[src/rtl/game_pkg.sv]
// game_pkg: shared state encoding, death-counter ceiling and a constant helper
package game_pkg;
    typedef enum logic [2:0] {
        IDLE    = 3'd0,
        LOAD    = 3'd1,
        PLAY    = 3'd2,
        DYING   = 3'd3,
        RESPAWN = 3'd4,
        LVLDONE = 3'd5,
        WIN     = 3'd6
    } game_state_t;
    localparam int DEATH_MAX = 1023;
    function automatic int max_int(input int a, input int b);
        return a > b ? a : b;
    endfunction
endpackage

[src/rtl/game_flow_ctrl_if.sv]
// game_flow_ctrl_if: check-logic flags in, phase/strobe/level outputs back to motion and level ROM
interface game_flow_ctrl_if
    import game_pkg::*;
#(
    parameter int LEVEL_W = 2
);
    logic               vsync;
    logic               start;
    logic               collide;
    logic               reset_req;
    logic               level_complete;
    game_state_t        state;
    logic [LEVEL_W-1:0] level;
    logic               load_level;
    logic               respawn;
    logic               freeze;
    logic [9:0]         death_count;
    modport master (
        output vsync, start, collide, reset_req, level_complete,
        input  state, level, load_level, respawn, freeze, death_count
    );
    modport slave (
        input  vsync, start, collide, reset_req, level_complete,
        output state, level, load_level, respawn, freeze, death_count
    );
endinterface

[src/rtl/game_flow_ctrl_frame_timer.sv]
// frame_timer: vsync rising-edge frame strobe and a loadable frame down-counter
module frame_timer #(
    parameter int W = 6
) (
    input  logic         Clk,
    input  logic         Reset,
    input  logic         vsync,
    input  logic         load,
    input  logic [W-1:0] load_val,
    output logic         zero
);
    logic         vsync_q;
    logic         fs;
    logic [W-1:0] cnt;
    always_ff @(posedge Clk or posedge Reset) begin
        if (Reset) begin
            vsync_q <= 1'b0;
            fs      <= 1'b0;
            cnt     <= '0;
        end else begin
            vsync_q <= vsync;
            fs      <= vsync & ~vsync_q;
            cnt     <= load ? load_val : (fs && cnt != '0) ? cnt - 1'b1 : cnt;
        end
    end
    // high on the frame that takes the count to zero, or on the first frame if already zero
    assign zero = fs && cnt <= W'(1);
endmodule

[src/rtl/game_flow_ctrl.sv]
// game_flow_ctrl: title/play/death/respawn/level-clear/win sequencer driven by frame-counted phases
// Optional GAME_DEATH_COUNTER_EN builds the saturating death counter; otherwise death_count is 0.
module game_flow_ctrl
    import game_pkg::*;
#(
    parameter int NUM_LEVELS   = 4,
    parameter int LEVEL_W      = 2,
    parameter int DEATH_FRAMES = 30,
    parameter int DONE_FRAMES  = 60
) (
    input logic              Clk,
    input logic              Reset,
    game_flow_ctrl_if.slave  bus
);
    localparam int CNT_W = $clog2(max_int(DEATH_FRAMES, DONE_FRAMES) + 1);
    localparam logic [LEVEL_W-1:0] LAST = LEVEL_W'(NUM_LEVELS - 1);
    game_state_t state, next;
    logic start_q, start_edge, restart, zero;
    logic [CNT_W-1:0] load_val;
    assign start_edge = bus.start & ~start_q;
    assign restart    = (state == IDLE || state == WIN) && start_edge;
    assign load_val   = (bus.level_complete && !bus.collide && !bus.reset_req)
                        ? CNT_W'(DONE_FRAMES) : CNT_W'(DEATH_FRAMES);
    // counter is held loaded throughout PLAY so it starts fresh on entry to DYING/LVLDONE
    frame_timer #(.W(CNT_W)) u_timer (
        .Clk      (Clk),
        .Reset    (Reset),
        .vsync    (bus.vsync),
        .load     (state == PLAY),
        .load_val (load_val),
        .zero     (zero)
    );
    always_comb begin
        next = state;
        case (state)
            IDLE, WIN:     if (start_edge) next = LOAD;
            LOAD, RESPAWN: next = PLAY;
            PLAY:          next = bus.reset_req ? RESPAWN : bus.collide ? DYING
                                : bus.level_complete ? LVLDONE : PLAY;
            DYING:         if (zero) next = RESPAWN;
            LVLDONE:       if (zero) next = (bus.level == LAST) ? WIN : LOAD;
            default:       next = IDLE;
        endcase
    end
    always_ff @(posedge Clk or posedge Reset) begin
        if (Reset) begin
            state          <= IDLE;
            start_q        <= 1'b0;
            bus.level      <= '0;
            bus.load_level <= 1'b0;
            bus.respawn    <= 1'b0;
            bus.freeze     <= 1'b1;
        end else begin
            state          <= next;
            start_q        <= bus.start;
            bus.level      <= restart ? '0
                            : (state == LVLDONE && zero && bus.level != LAST) ? bus.level + 1'b1
                            : bus.level;
            bus.load_level <= next == LOAD;
            bus.respawn    <= next == LOAD || next == RESPAWN;
            bus.freeze     <= next != PLAY;
        end
    end
    assign bus.state = state;
`ifdef GAME_DEATH_COUNTER_EN
    logic [9:0] deaths;
    always_ff @(posedge Clk or posedge Reset) begin
        if (Reset) deaths <= '0;
        else if (restart) deaths <= '0;
        else if (state == PLAY && !bus.reset_req && bus.collide && deaths != 10'(DEATH_MAX))
            deaths <= deaths + 1'b1;
    end
    assign bus.death_count = deaths;
`else
    assign bus.death_count = '0;
`endif
endmodule
[src/flat_wrapper.sv]
// flat-port wrapper written by rule: the top's interface ports become plain ports
module game_flow_ctrl_flat import game_pkg::*;
#(
    parameter int NUM_LEVELS   = 4,
    parameter int LEVEL_W      = 2,
    parameter int DEATH_FRAMES = 30,
    parameter int DONE_FRAMES  = 60
)
  (Clk, Reset, bus_vsync, bus_start, bus_collide, bus_reset_req, bus_level_complete, bus_state, bus_level, bus_load_level, bus_respawn, bus_freeze, bus_death_count);
  game_flow_ctrl_if #(.LEVEL_W(LEVEL_W)) bus_i ();
  input logic Clk;
  input logic Reset;
  input wire logic [$bits(bus_i.vsync)-1:0] bus_vsync;
  input wire logic [$bits(bus_i.start)-1:0] bus_start;
  input wire logic [$bits(bus_i.collide)-1:0] bus_collide;
  input wire logic [$bits(bus_i.reset_req)-1:0] bus_reset_req;
  input wire logic [$bits(bus_i.level_complete)-1:0] bus_level_complete;
  output wire logic [$bits(bus_i.state)-1:0] bus_state;
  output wire logic [$bits(bus_i.level)-1:0] bus_level;
  output wire logic [$bits(bus_i.load_level)-1:0] bus_load_level;
  output wire logic [$bits(bus_i.respawn)-1:0] bus_respawn;
  output wire logic [$bits(bus_i.freeze)-1:0] bus_freeze;
  output wire logic [$bits(bus_i.death_count)-1:0] bus_death_count;
  assign bus_i.vsync = bus_vsync;
  assign bus_i.start = bus_start;
  assign bus_i.collide = bus_collide;
  assign bus_i.reset_req = bus_reset_req;
  assign bus_i.level_complete = bus_level_complete;
  assign bus_state = bus_i.state;
  assign bus_level = bus_i.level;
  assign bus_load_level = bus_i.load_level;
  assign bus_respawn = bus_i.respawn;
  assign bus_freeze = bus_i.freeze;
  assign bus_death_count = bus_i.death_count;
  game_flow_ctrl #(.NUM_LEVELS(NUM_LEVELS), .LEVEL_W(LEVEL_W), .DEATH_FRAMES(DEATH_FRAMES), .DONE_FRAMES(DONE_FRAMES)) u_core (.Clk(Clk), .Reset(Reset), .bus(bus_i));
endmodule
[config.mk]
export PLATFORM = sky130hd
export DESIGN_NAME = game_flow_ctrl_flat
export DESIGN_NICKNAME = d
export VERILOG_FILES = /design/src/rtl/game_pkg.sv /design/src/rtl/game_flow_ctrl_if.sv /design/src/rtl/game_flow_ctrl_frame_timer.sv /design/src/rtl/game_flow_ctrl.sv /design/src/flat_wrapper.sv
export SDC_FILE = /design/constraint.sdc
export NUM_CORES = 1
export LEC_CHECK = 0
export BUFFER_PORTS_ARGS = -buffer_cell sky130_fd_sc_hd__buf_2
export CORE_ASPECT_RATIO = 0.75
export CORE_MARGIN = 5
export CORE_UTILIZATION = 51
export CTS_BUF_LIST = sky130_fd_sc_hd__clkbuf_8
export DETAILED_ROUTE_END_ITERATION = 16
export PLACE_DENSITY = 0.77
export SYNTH_ARGS = -nofsm -noshare
export SYNTH_HDL_FRONTEND = slang
export SYNTH_SLANG_ARGS = --single-unit
[constraint.sdc]
create_clock -name Clk -period 5.9 [get_ports Clk]
set_input_delay 0.885 -clock Clk [delete_from_list [all_inputs] [get_ports Clk]]
set_output_delay 0.885 -clock Clk [all_outputs]
set_load 0.01 [all_outputs]
# == Yosys cells after proc, flatten, opt, wreduce, memory -nomap -nowiden ==
# Cells that the tools add are included.
# op_classes
addsub,2
magnitude_cmp,1
n_eq_ne,11
mux,13
bitwise,4
reduce_logical,17
# ops
cell,n
2-to-1 mux 3 bit,7
2-to-1 mux 6 bit,3
one-hot mux 3 bit (5 select lines),1
== test 3 bit (second input constant),4
logical AND 1 bit,7
== test 3 x 1 -> 1 bit (second input constant),2
== test 3 x 2 -> 1 bit (second input constant),2
<= comparator 6 x 1 -> 1 bit (second input constant),1
nonzero test 6 bit,1
subtractor 6 x 1 -> 6 bit (second input constant),1
2-to-1 mux 2 bit,2
nonzero test 2 bit,2
OR reduction 2 bit,2
zero test 3 bit,1
!= test 3 x 2 -> 1 bit (second input constant),1
adder 2 x 1 -> 2 bit (second input constant),1
bitwise AND 1 bit,2
== test 2 bit (second input constant),1
zero test 1 bit,2
logical OR 1 bit,2
!= test 2 bit (second input constant),1
inverter 1 bit,2
# totals
regBits,17
output_inout_bits,18
word_cells,57

# == Logic depth before layout (Yosys ltp) ==
# Gate-level depths: netlist of the first run.
# depth
word_depth,6
ltp_mapped,6
depth_no_buf,6

# == Hierarchy ==
# From an unflattened synthesis of the first run, not the netlist that was laid out.
# hier_totals
cells_unflattened,117
hier_area_um2,1098.6
# modules_own_cells
module,instances,cells_per_inst,area_each_um2
game_flow_ctrl,1,64,600.6
frame_timer,1,53,498.0

# == Worst setup path before layout of the first run ==
# No wires, ideal clock.
# synth_path
path_kind,flip-flop to flip-flop
from,register u_core.u_timer.cnt[2]
to,register u_core.bus.respawn
setup_ps,92
arrival_ps,1861
t_required_ps,5808
setup_slack_ps,3947
stages_incl_launch_ff,6
n_path_buf,1
cell_sequence,dfrtp_1 -> or4_1 -> buf_2 -> o311a_1 -> or3_4 -> o31ai_2
# synth_via
elab_chain_len,6
elab_cells_between_ends,8
classes_between,1 x order compare; 2 x eq/ne; 3 x mux; 2 x reduce/logical
# synth_rtl
element,line,source
from (decl),game_flow_ctrl_frame_timer.sv:14,logic [W-1:0] cnt;
from (signal assigned),game_flow_ctrl_frame_timer.sv:23,cnt <= load ? load_val : (fs && cnt != '0) ? cnt - 1'b1 : cnt;
<= comparator 6 x 1 -> 1 bit *,game_flow_ctrl_frame_timer.sv:27,assign zero = fs && cnt <= W'(1);
logical AND 1 bit *,game_flow_ctrl_frame_timer.sv:27,
"2-to-1 mux 3 bit, on equally long branches","game_flow_ctrl.sv:41, game_flow_ctrl.sv:40",
one-hot mux 3 bit (5 select lines) *,game_flow_ctrl.sv:35,case (state)
named net u_core.next[0],game_flow_ctrl.sv:17,"game_state_t state, next;"
== test 3 x 1 -> 1 bit / == test 3 bit (equally long branches),game_flow_ctrl.sv:60,bus.respawn <= next == LOAD || next == RESPAWN;
logical OR 1 bit *,game_flow_ctrl.sv:60,
to (signal assigned),game_flow_ctrl.sv:51,bus.respawn <= 1'b0;
to (signal assigned),game_flow_ctrl.sv:60,
to (decl),game_flow_ctrl_if.sv:24,"output state, level, load_level, respawn, freeze, death_count"
# Mark *: on every way through the listed nets, which the timed path passes. The rest lies on a longest branch.
# A chain may end at the register's enable or synchronous reset.

# == Final worst setup path of the first run ==
# Ends and elaborated chain as after synthesis.

==> out/qor.txt, run 1 <==
Status - finished, final reports clean
Max-slew headroom - 56.8%
Total Neg Setup Slack - 0 ns
Final ANT Viol Nets - 0
Final Cell Area - 1100 um^2
Tightest Pin Transition - 0.647 ns
Total track usage - 14.7%
Worst hold path class - reg2reg
Area post-placement - 1050 um^2
Cell Area, Synth - 1010 um^2
Endpoint class of the critical path - flip-flop
Fillers - 150
Final Max Tran Viols - 0
Yosys cell types - 44
Largest net degree at the start of global routing - 18
TritonCTS Sinks - 17
Max incr delay on CP - 0.68 ns
Fin crit period - 2.11 ns
Buffers on Ports - 14
Layout Nets - 127
CP Class - reg2reg
Post-DP HPWL - 1440 um
Ports - 25
Arrival time worst endpoint - 2.27 ns
Initial antenna violation count - 0
Clock Skew - 0.00776 ns
Total Power - 0.462 mW
CTS Buffer Depth - 2
CTS tree - done
RSZ-0062 raised after global routing - no
Buffers plus inverters on the worst setup path - 0
Die X - 61.3 um
Grt ovf - 0
Clock transition at path regs - 0.07 ns
DIE AREA - 2980 um^2
Final hold viol count - 0
Layout cells sized above 1 - 19.1%
Synth Warn # - 0
First-pass GRT wire length - 3330 um
Die height - 48.5 um
Leading area contributor after synthesis - dfrtp_1
CTS root buf - clkbuf_8
Routed WL per cell - 14.1 um
DRC - 0
Fin util - 60.8%
Top cell type's share of synthesized area - 39.7%
Maximum vdd drop - 0.229 mV
Core area - 1810 um^2
Vias/cell - 5.42
FF+latch count, synth - 17
CTS buffer count - 3
F_max - 0.475 GHz
Sequential-to-total area share from yosys stat - 42.3%
1st-iter DRT viols - 39
Vias - 743
Pleak - 0.521 nW
CP top delay family - simple AND/OR/NAND/NOR gates
Final GP Congestion - 0.803
Count of final setup violators - 0
Setup bufs post-CTS - 0
Initial Util - 55.9%
Max cap viols - 0
DRT Pass-1 Iters - 4
# diodes - 0
Hold_buf cts - 0
Post-synth EDFFs - 0
CP max FO - 8
Cells along the critical path - or4_1 -> o311a_1 -> or3_4 -> o31ai_2
Syn avg cell area - 9.98 um^2
Worst-Skew Late Latency - 0.25 ns
Vias in the first global route - 716
Launching element type of the critical path - flip-flop
R2R setup slack - 3.79 ns
Final hold slack - 0.401 ns
Worst Path Required - 6.07 ns
Synth Flop Type - dfrtp_1
Asr flop ratio synth - 100%
Slowest cell on crit path - or4_1
Area delta synth->final - 8.81%
Cell row count - 13
Crit share post-route - 35.7%
Top post-synthesis cells by area - dfrtp_1 40%, buf_4 7.4%, ha_1 5.0%, nor2_1 3.0%, dfstp_2 2.6%
PD cells - 421 nW/um^2
Post-CTS Resized - 0
WL final - 1930 um
Synthesized instance count - 101
H-tree levels - 1
## worst register-to-register path: stages, from the launching register on
cell,delay (ns)
dfrtp_1,0.42
or4_1,0.68
o311a_1,0.38
or3_4,0.34
o31ai_2,0.19
## final cells by class
class	count	area, um^2	area share, %
sequential	17	427	38.9
tap	22	27.5	2.51
multi-input combinational	73	502	45.7
clock buffer	3	41.3	3.76
clock inverter	1	3.75	0.342
inverter	7	26.3	2.39
timing repair buffer	14	70.1	6.39
## worst paths after layout
path                                        to  depth (start not counted)                    from
min in group asynchronous   u_core.bus.respawn                          2                   Reset
setup / recovery            u_core.bus.respawn                          4   u_core.u_timer.cnt[2]
max in group asynchronous  u_core.bus.state[1]                          2                   Reset
hold reg to reg              u_core.u_timer.fs                          1  u_core.u_timer.vsync_q
hold / removal               u_core.u_timer.fs                          1  u_core.u_timer.vsync_q
setup reg to reg            u_core.bus.respawn                          4   u_core.u_timer.cnt[2]
## layer usage
metal | track usage, % | part of all wire [%] | vias to the layer above
met5 | 0 | 0 | -
met4 | 3.18 | 0.52 | 0
met3 | 5.56 | 11 | 2
met2 | 20.1 | 44 | 34
met1 | 21.9 | 45 | 345
li1 | - | - | 362
## metrics by stage
| stage | std cells | worst slack [ns] |
|---|---|---|
| 2_1_floorplan | 110 | 3.95 |
| 3_3_place_gp | 133 | 3.88 |
| 3_5_place_dp | 133 | 3.84 |
| 4_1_cts | 137 | 3.82 |
| 5_1_grt | 137 | 3.73 |
| 6_report | 137 | 3.79 |
## synth_stat cells (3+ instances only)
cell	number
xor2_1	3
xnor2_1	3
buf_4	10
nor3_1	3
dfrtp_1	16
nor2_1	8
nor2b_1	3
ha_1	4
inv_1	7
o21ai_0	5
## where the power goes
part	switching, mW	internal [mW]	total, mW
Clock	0.0379	0.0462	0.0841
Combinational	0.103	0.0859	0.189
Sequential	0.0376	0.151	0.189
## cells by family after synthesis
kind of cell,Yosys count,share of synthesized area [%]
buffers and inverters,20,11.3
muxes,2,2.11
AOI/OAI and AO/OA,20,14.5
other,1,0.372
xor gates and xnor gates,6,5.21
adders and majority gates,4,4.96
and+or+nand+nor,31,19.2
DFF,17,42.3
## flip-flops by register name (all words and copies together) (netlist names)
signal,count
u_core.u_timer.cnt,6
u_core.bus.state,3
u_core.bus.level,2
u_core.bus.freeze,1
u_core.bus.load_level,1
u_core.bus.respawn,1
u_core.start_q,1
u_core.u_timer.fs,1
u_core.u_timer.vsync_q,1
## cell usage in the layout (no fill, tap or decap), types with 3 or more instances in the layout
cell type  netlist  routed
nor2b_1          3       3
xor2_1           3       3
buf_2            1      14
xnor2_1          3       3
inv_1            7       8
dfrtp_1         16      16
conb_1           1      10
nor2_1           8       8
nor3_1           3       3
ha_1             4       4
o21ai_0          5       5
clkbuf_8         0       3
Power figures use the tool's default switching activity.
==> run 2, diff against run 1 <==
--- a/config.mk
+++ b/config.mk
@@ -5,13 +5,14 @@
 export SDC_FILE = /design/constraint.sdc
 export NUM_CORES = 1
 export LEC_CHECK = 0
+export ABC_AREA = 1
 export BUFFER_PORTS_ARGS = -buffer_cell sky130_fd_sc_hd__buf_2
 export CORE_ASPECT_RATIO = 0.75
 export CORE_MARGIN = 5
-export CORE_UTILIZATION = 51
+export CORE_UTILIZATION = 50
 export CTS_BUF_LIST = sky130_fd_sc_hd__clkbuf_8
 export DETAILED_ROUTE_END_ITERATION = 16
-export PLACE_DENSITY = 0.77
+export PLACE_DENSITY = 0.78
 export SYNTH_ARGS = -nofsm -noshare
 export SYNTH_HDL_FRONTEND = slang
 export SYNTH_SLANG_ARGS = --single-unit
==> constraint.sdc (replaced) <==
create_clock -name Clk -period 1.85 [get_ports Clk]
set_input_delay 0.2775 -clock Clk [delete_from_list [all_inputs] [get_ports Clk]]
set_output_delay 0.2775 -clock Clk [all_outputs]
set_load 0.01 [all_outputs]
==> out/qor.txt, run 2 <==
Status - finished, final reports clean
Synth Flop Type - dfrtp_1
Launching element type of the critical path - flip-flop
Sequential-to-total area share from yosys stat - 39.5% (-2.8 points)
Most common cell after layout, fill and taps aside - nand2_1
Initial Util - 53.1% (-2.7 points)
Endpoint class of the critical path - flip-flop
Slowest cell on crit path - dfrtp_1
Largest regs - u_core.u_timer.cnt: 6 flops, u_core.bus.state: 3 flops, u_core.bus.level: 2 flops
Total Neg Setup Slack - 0 ns (unchanged)
Largest net degree at the start of global routing - 18 (unchanged)
Die height - 50.2 um (+3.6%)
Worst-Skew Late Latency - 0.25 ns (about the same)
Worst Path Required - 2.00 ns (-4.07 ns)
Leading area contributor after synthesis - dfrtp_1
Area post-placement - 1140 um^2 (+8.2%)
Most frequent cells in the layout - 27 x nand2_1, 18 x inv_1, 16 x nand3_1, 16 x dfrtp_1, 14 x buf_2
Maximum vdd drop - 0.869 mV (+280%)
Most flop-heavy register - u_core.u_timer.cnt
Top post-synthesis cells by area - dfrtp_1 37%, nand2_1 9.4%, nand3_1 7.4%, buf_4 7.0%, inv_1 6.3%
F_max - 0.605 GHz (+27%)
Count of final setup violators - 0 (unchanged)
DIE AREA - 3200 um^2 (+7.5%)
Die X - 63.7 um (+3.8%)
Total track usage - 13.5% (-1.1 points)
Arrival time worst endpoint - 1.80 ns (-0.47 ns)
DRT Pass-1 Iters - 4 (unchanged)
CP max FO - 5 (-3)
Layout Nets - 168 (+32%)
Fin crit period - 1.65 ns (-0.454 ns)
Fin util - 58.3% (-2.5 points)
Final GP Congestion - 0.920 (+15%)
Worst Reg-to-Reg Cells - 11 (+7)
Final Max Tran Viols - 0 (unchanged)
Asr flop ratio synth - 100% (unchanged)
Post-placement cell count - 176 (+32%)
CTS tree - done
Vias - 907 (+22%)
Grt ovf - 0 (unchanged)
Buffers on Ports - 14 (unchanged)
Final non-filler cell total - 180 (+31%)
RSZ-0062 raised after global routing - no
Final hold viol count - 0 (unchanged)
CTS Buffer Depth - 2 (unchanged)
Post-CTS Resized - 0 (unchanged)
Synthesized instance count - 139 (+38%)
Cells along the critical path - inv_1 -> ha_1 -> nor2_1 -> nor2_2 -> nand3_1 -> nand2_1 -> inv_1 -> nor2_2 -> nor2_1 -> nand2_1 -> nand2_1
DRC - 0 (unchanged)
Cell Area, Synth - 1080 um^2 (+7.1%)
PD cells - 1420 nW/um^2 (+240%)
Most frequent cell after synthesis - nand2_1
Yosys cell types - 24 (-45%)
H-tree levels - 1 (unchanged)
Layout cells sized above 1 - 25.0% (+5.9 points)
Max incr delay on CP - 0.40 ns (-0.28 ns)
Final Cell Area - 1180 um^2 (+8.0%)
Max-slew headroom - 57.9% (+1.1 points)
Clock Skew - 0.000898 ns (-0.00686 ns)
Top cell type's share of synthesized area - 37.1% (-2.6 points)
1st-iter DRT viols - 28 (-28%)
Pleak - 0.652 nW (+25%)
Hold_buf cts - 0 (unchanged)
Largest register FFs - 6 (unchanged)
# diodes - 0 (unchanged)
Area delta synth->final - 9.73%
TritonCTS Sinks - 17 (unchanged)
Most frequent cells after synthesis - 27 x nand2_1, 18 x inv_1, 16 x dfrtp_1, 16 x nand3_1, 10 x buf_4
CTS root buf - clkbuf_8
CP Class - reg2reg
Final ANT Viol Nets - 0 (unchanged)
CTS buffer count - 3 (unchanged)
Initial antenna violation count - 0 (unchanged)
Worst hold path class - in2async
Vias/cell - 5.04 (-7.1%)
Ports - 25 (unchanged)
Crit share post-route - 89.3% (+54 points)
Routed WL per cell - 11.5 um (-19%)
FF+latch count, synth - 17 (unchanged)
First-pass GRT wire length - 3510 um (+5.4%)
Clock transition at path regs - 0.06 ns (about the same)
Setup bufs post-CTS - 0 (unchanged)
Cell row count - 14 (+1)
Post-DP HPWL - 1680 um (+17%)
WL final - 2060 um (+7.0%)
Synth Warn # - 0 (unchanged)
Post-synth EDFFs - 0 (unchanged)
CP dominant cell by count - nand2_1
Syn avg cell area - 7.77 um^2 (-22%)
Tightest Pin Transition - 0.631 ns (-0.0158 ns)
Vias in the first global route - 811 (+13%)
Core area - 2030 um^2 (+13%)
Max cap viols - 0 (unchanged)
## run 2: cell count changes in the layout (fill, tap and decap cells not counted), sizes merged, moves of 3 or more
cell,delta
xnor2,-3
inv,+17
nand3,+20
nor2b,-3
nand2,+27
nor2,+7
xor2,-3
clkinv,+3
## run 2: cells by family after synthesis
| kind of cell | share of synthesized area (%) |
|---|---|
| flip-flops | 39.5 |
| adder cells (fa/ha/maj) | 4.64 |
| AO/OA/AOI/OAI | 5.91 |
| other | 0.347 |
| buffers and inverters | 16.3 |
| AND/OR/NAND/NOR | 33.3 |
## run 2: worst paths after layout
kind	startpoint	end	slack [ns]
worst max-delay path	u_core.u_timer.cnt[0]	u_core.bus.respawn	0.20
worst min-delay path	Reset	u_core.u_timer.fs	0.1
worst max register to register	u_core.u_timer.cnt[0]	u_core.bus.respawn	0.20
worst min register to register	u_core.u_timer.vsync_q	u_core.u_timer.fs	0.40
max in group asynchronous	Reset	u_core.bus.respawn	1.35
min in group Clk	bus_vsync	u_core.u_timer.vsync_q	0.15
## run 2: cell type report
type	instances	area, um^2
Fill cell	186	847
Multi-Input combinational cell	94	510
Sequential cell	17	427
Inverter	27	101
Timing Repair Buffer	14	70.1
Clock buffer	3	41.3
Tap cell	24	30.0
Clock inverter	1	5.00
## run 2: critical path: cells and delay by family, from the launching register on
family,cells,cell delay [ns]
simple gates,8,0.79
buf+inv,2,0.17
flops,1,0.40
fa+ha+maj,1,0.21
## run 2: stage by stage
stage               setup WS, ns  power, mW  hold slack (ns)
finish                     0.198       1.68           0.0989
global route              0.0512       1.83            0.135
global placement           0.351       1.38            0.382
detailed placement         0.212       1.42            0.383
CTS                        0.203       1.69            0.124
floorplan                  0.406       1.22            0.203
## run 2: report_power, final
group	leakage [nW]	total [mW]	internal (mW)	switching, mW
registers	0.201	0.626	0.505	0.121
logic	0.425	0.780	0.281	0.500
clock network	0.0255	0.275	0.149	0.126
## run 2: per-layer routing
metal  share of wire, %  vias to the layer above  routed length (um)  GRT usage (%)
li1                   -                      448                   -              -
met3                8.3                        0                 171           6.03
met4                  0                        0                   0           2.08
met1                 48                      428                 993           17.7
met5                  0                        -                   0              0
met2                 44                       31                 900           21.1
==> run 3, diff against run 2 <==
--- a/config.mk
+++ b/config.mk
@@ -5,14 +5,15 @@
 export SDC_FILE = /design/constraint.sdc
 export NUM_CORES = 1
 export LEC_CHECK = 0
-export ABC_AREA = 1
 export BUFFER_PORTS_ARGS = -buffer_cell sky130_fd_sc_hd__buf_2
 export CORE_ASPECT_RATIO = 0.75
 export CORE_MARGIN = 5
-export CORE_UTILIZATION = 50
+export CORE_UTILIZATION = 49
 export CTS_BUF_LIST = sky130_fd_sc_hd__clkbuf_8
 export DETAILED_ROUTE_END_ITERATION = 16
-export PLACE_DENSITY = 0.78
+export GPL_ROUTABILITY_DRIVEN = 1
+export PLACE_DENSITY = 0.77
+export REMOVE_ABC_BUFFERS = 1
 export SYNTH_ARGS = -nofsm -noshare
 export SYNTH_HDL_FRONTEND = slang
 export SYNTH_SLANG_ARGS = --single-unit
==> out/qor.txt, run 3 (same netlist as run 1, synthesis figures left out) <==
DIE AREA - 3070 um^2 (-3.9%)
CTS Buffer Depth - 2 (unchanged)
WL final - 2220 um (+7.5%)
Max incr delay on CP - 0.57 ns (+0.17 ns)
Die X - 62.4 um (-2.0%)
Arrival time worst endpoint - 2.06 ns (+0.26 ns)
F_max - 0.515 GHz (-15%)
Tightest Pin Transition - 0.626 ns (-0.00523 ns)
Cells along the critical path - or4_4 -> buf_6 -> o21a_1 -> o211ai_1 -> o31ai_2
Routed WL per cell - 14.6 um (+27%)
Net switching power - 0.623 mW (-17%)
Max-slew headroom - 58.2% (+0.35 points)
Area delta synth->final - 21.3%
Layout cells sized above 1 - 31.3% (+6.3 points)
Worst Path Required - 1.97 ns (-0.03 ns)
Final GP Congestion - 0.901 (-2.1%)
Endpoint class of the critical path - flip-flop
Clock Skew - 0.00187 ns (+0.000971 ns)
Fin util - 61.8% (+3.5 points)
Worst-Skew Late Latency - 0.25 ns (about the same)
Buffers on Ports - 14 (unchanged)
Final Cell Area - 1220 um^2 (+3.3%)
Total Power - 1.66 mW (-1.5%)
Ports - 25 (unchanged)
Launching element type of the critical path - flip-flop
Largest register FFs - 6 (unchanged)
First-pass GRT wire length - 3600 um (+2.5%)
DRC - 0 (unchanged)
Final Max Tran Viols - 0 (unchanged)
Setup bufs post-CTS - 0 (unchanged)
Internal power - 1.03 mW (+10%)
1st-iter DRT viols - 36 (+29%)
CP top delay family - compound AO/OA/AOI/OAI gates
RSZ-0062 raised after global routing - yes
Total Neg Setup Slack - -0.215 ns (-0.215 ns)
H-tree levels - 1 (unchanged)
Most frequent cells in the layout - 16 x dfrtp_1, 14 x buf_2, 12 x buf_4, 10 x conb_1
Slowest cell on crit path - or4_4
Setup ws final - -0.0936 ns (-0.292 ns)
Sw frac - 37.6% (-6.8 points)
Worst hold path class - in2async
Die height - 49.3 um (-1.9%)
CTS root buf - clkbuf_8
CP max FO - 4 (-1)
TritonCTS Sinks - 17 (unchanged)
Post-placement cell count - 148 (-16%)
Maximum vdd drop - 0.855 mV (-1.6%)
Status - finished with violations
Area post-placement - 1150 um^2 (+1.2%)
Layout Nets - 140 (-17%)
Cell row count - 14 (unchanged)
Post-DP HPWL - 1620 um (-3.3%)
Max cap viols - 0 (unchanged)
Initial antenna violation count - 0 (unchanged)
Hold_buf cts - 0 (unchanged)
Buffers plus inverters on the worst setup path - 1 (-1)
Count of final setup violators - 3 (+3)
Crit share post-route - 105% (+16 points)
CTS buffer count - 3 (unchanged)
Initial Util - 50.9% (-2.2 points)
Pleak - 0.588 nW (-9.8%)
Vias/cell - 5.45 (+8.2%)
Most common cell after layout, fill and taps aside - dfrtp_1
Largest regs - u_core.u_timer.cnt: 6 flops, u_core.bus.state: 3 flops, u_core.bus.level: 2 flops
Final ANT Viol Nets - 0 (unchanged)
# diodes - 0 (unchanged)
Vias in the first global route - 756 (-6.8%)
Clock transition at path regs - 0.06 ns (about the same)
Clk network pwr share - 15.9% (-0.5 points)
Largest net degree at the start of global routing - 18 (unchanged)
Fin crit period - 1.94 ns (+0.292 ns)
Core area - 1980 um^2 (-2.6%)
Final non-filler cell total - 152 (-16%)
Seq pwr share - 32.5% (-4.7 points)
Final hold viol count - 0 (unchanged)
PD cells - 1350 nW/um^2 (-4.6%)
Worst Reg-to-Reg Cells - 5 (-6)
DRT Pass-1 Iters - 4 (unchanged)
Combinational share of power - 51.5% (+5.1 points)
Most flop-heavy register - u_core.u_timer.cnt
Cell depth of the worst setup path - 5 (-6)
Grt ovf - 0 (unchanged)
CTS tree - done
Total track usage - 14.9% (+1.3 points)
CP Class - reg2reg
Vias - 829 (-8.6%)
Failing checks - negative setup slack
[run 3: stage by stage]
stage | setup slack, ns | hold WS (ns)
floorplan | -0.106 | 0.203
global placement | -0.0282 | 0.382
detailed placement | -0.0730 | 0.394
CTS | -0.0584 | 0.128
global route | -0.103 | 0.131
finish | -0.0936 | 0.101
[run 3: layer usage]
| metal | track usage, % | wire, um |
|---|---|---|
| met5 | 0 | 0 |
| met4 | 6.01 | 54 |
| met3 | 4.15 | 184 |
| met2 | 25.2 | 1030 |
| met1 | 17.7 | 946 |
[run 3: path summary, 6_finish.rpt]
path,startpoint,endpoint,slack (ns)
worst max register to register,u_core.u_timer.cnt[2],u_core.bus.respawn,-0.09
worst min register to register,u_core.u_timer.vsync_q,u_core.u_timer.fs,0.40
max in group asynchronous,Reset,u_core.u_timer.cnt[1],1.35
min in group Clk,bus_vsync,u_core.u_timer.vsync_q,0.14
worst min-delay path,Reset,u_core.u_timer.cnt[5],0.10
worst max-delay path,u_core.u_timer.cnt[2],u_core.bus.respawn,-0.09
[run 3: area by class of cell]
cell class                      instances  area, um^2
Sequential cell                        17         427
Multi-Input combinational cell         73         524
Clock buffer                            3        41.3
Tap cell                               24        30.0
Clock inverter                          1        3.75
Inverter                                7        26.3
Fill cell                             172         756
Timing Repair Buffer                   27         171
[run 3: power by group through the flow]
stage	registers [mW]	logic, mW	clock network [mW]
finish	0.539	0.853	0.264
global route	0.550	0.929	0.292
CTS	0.537	0.836	0.269
detailed placement	0.542	0.815	0
global placement	0.542	0.790	0
floorplan	0.606	0.421	0
[run 3: timing repair]
action / CTS / global route
pin swaps: 2 / 2
endpoints found under the setup margin: 6 / 6
gates resized for setup: 5 / 3
gates cloned: 0 / 0
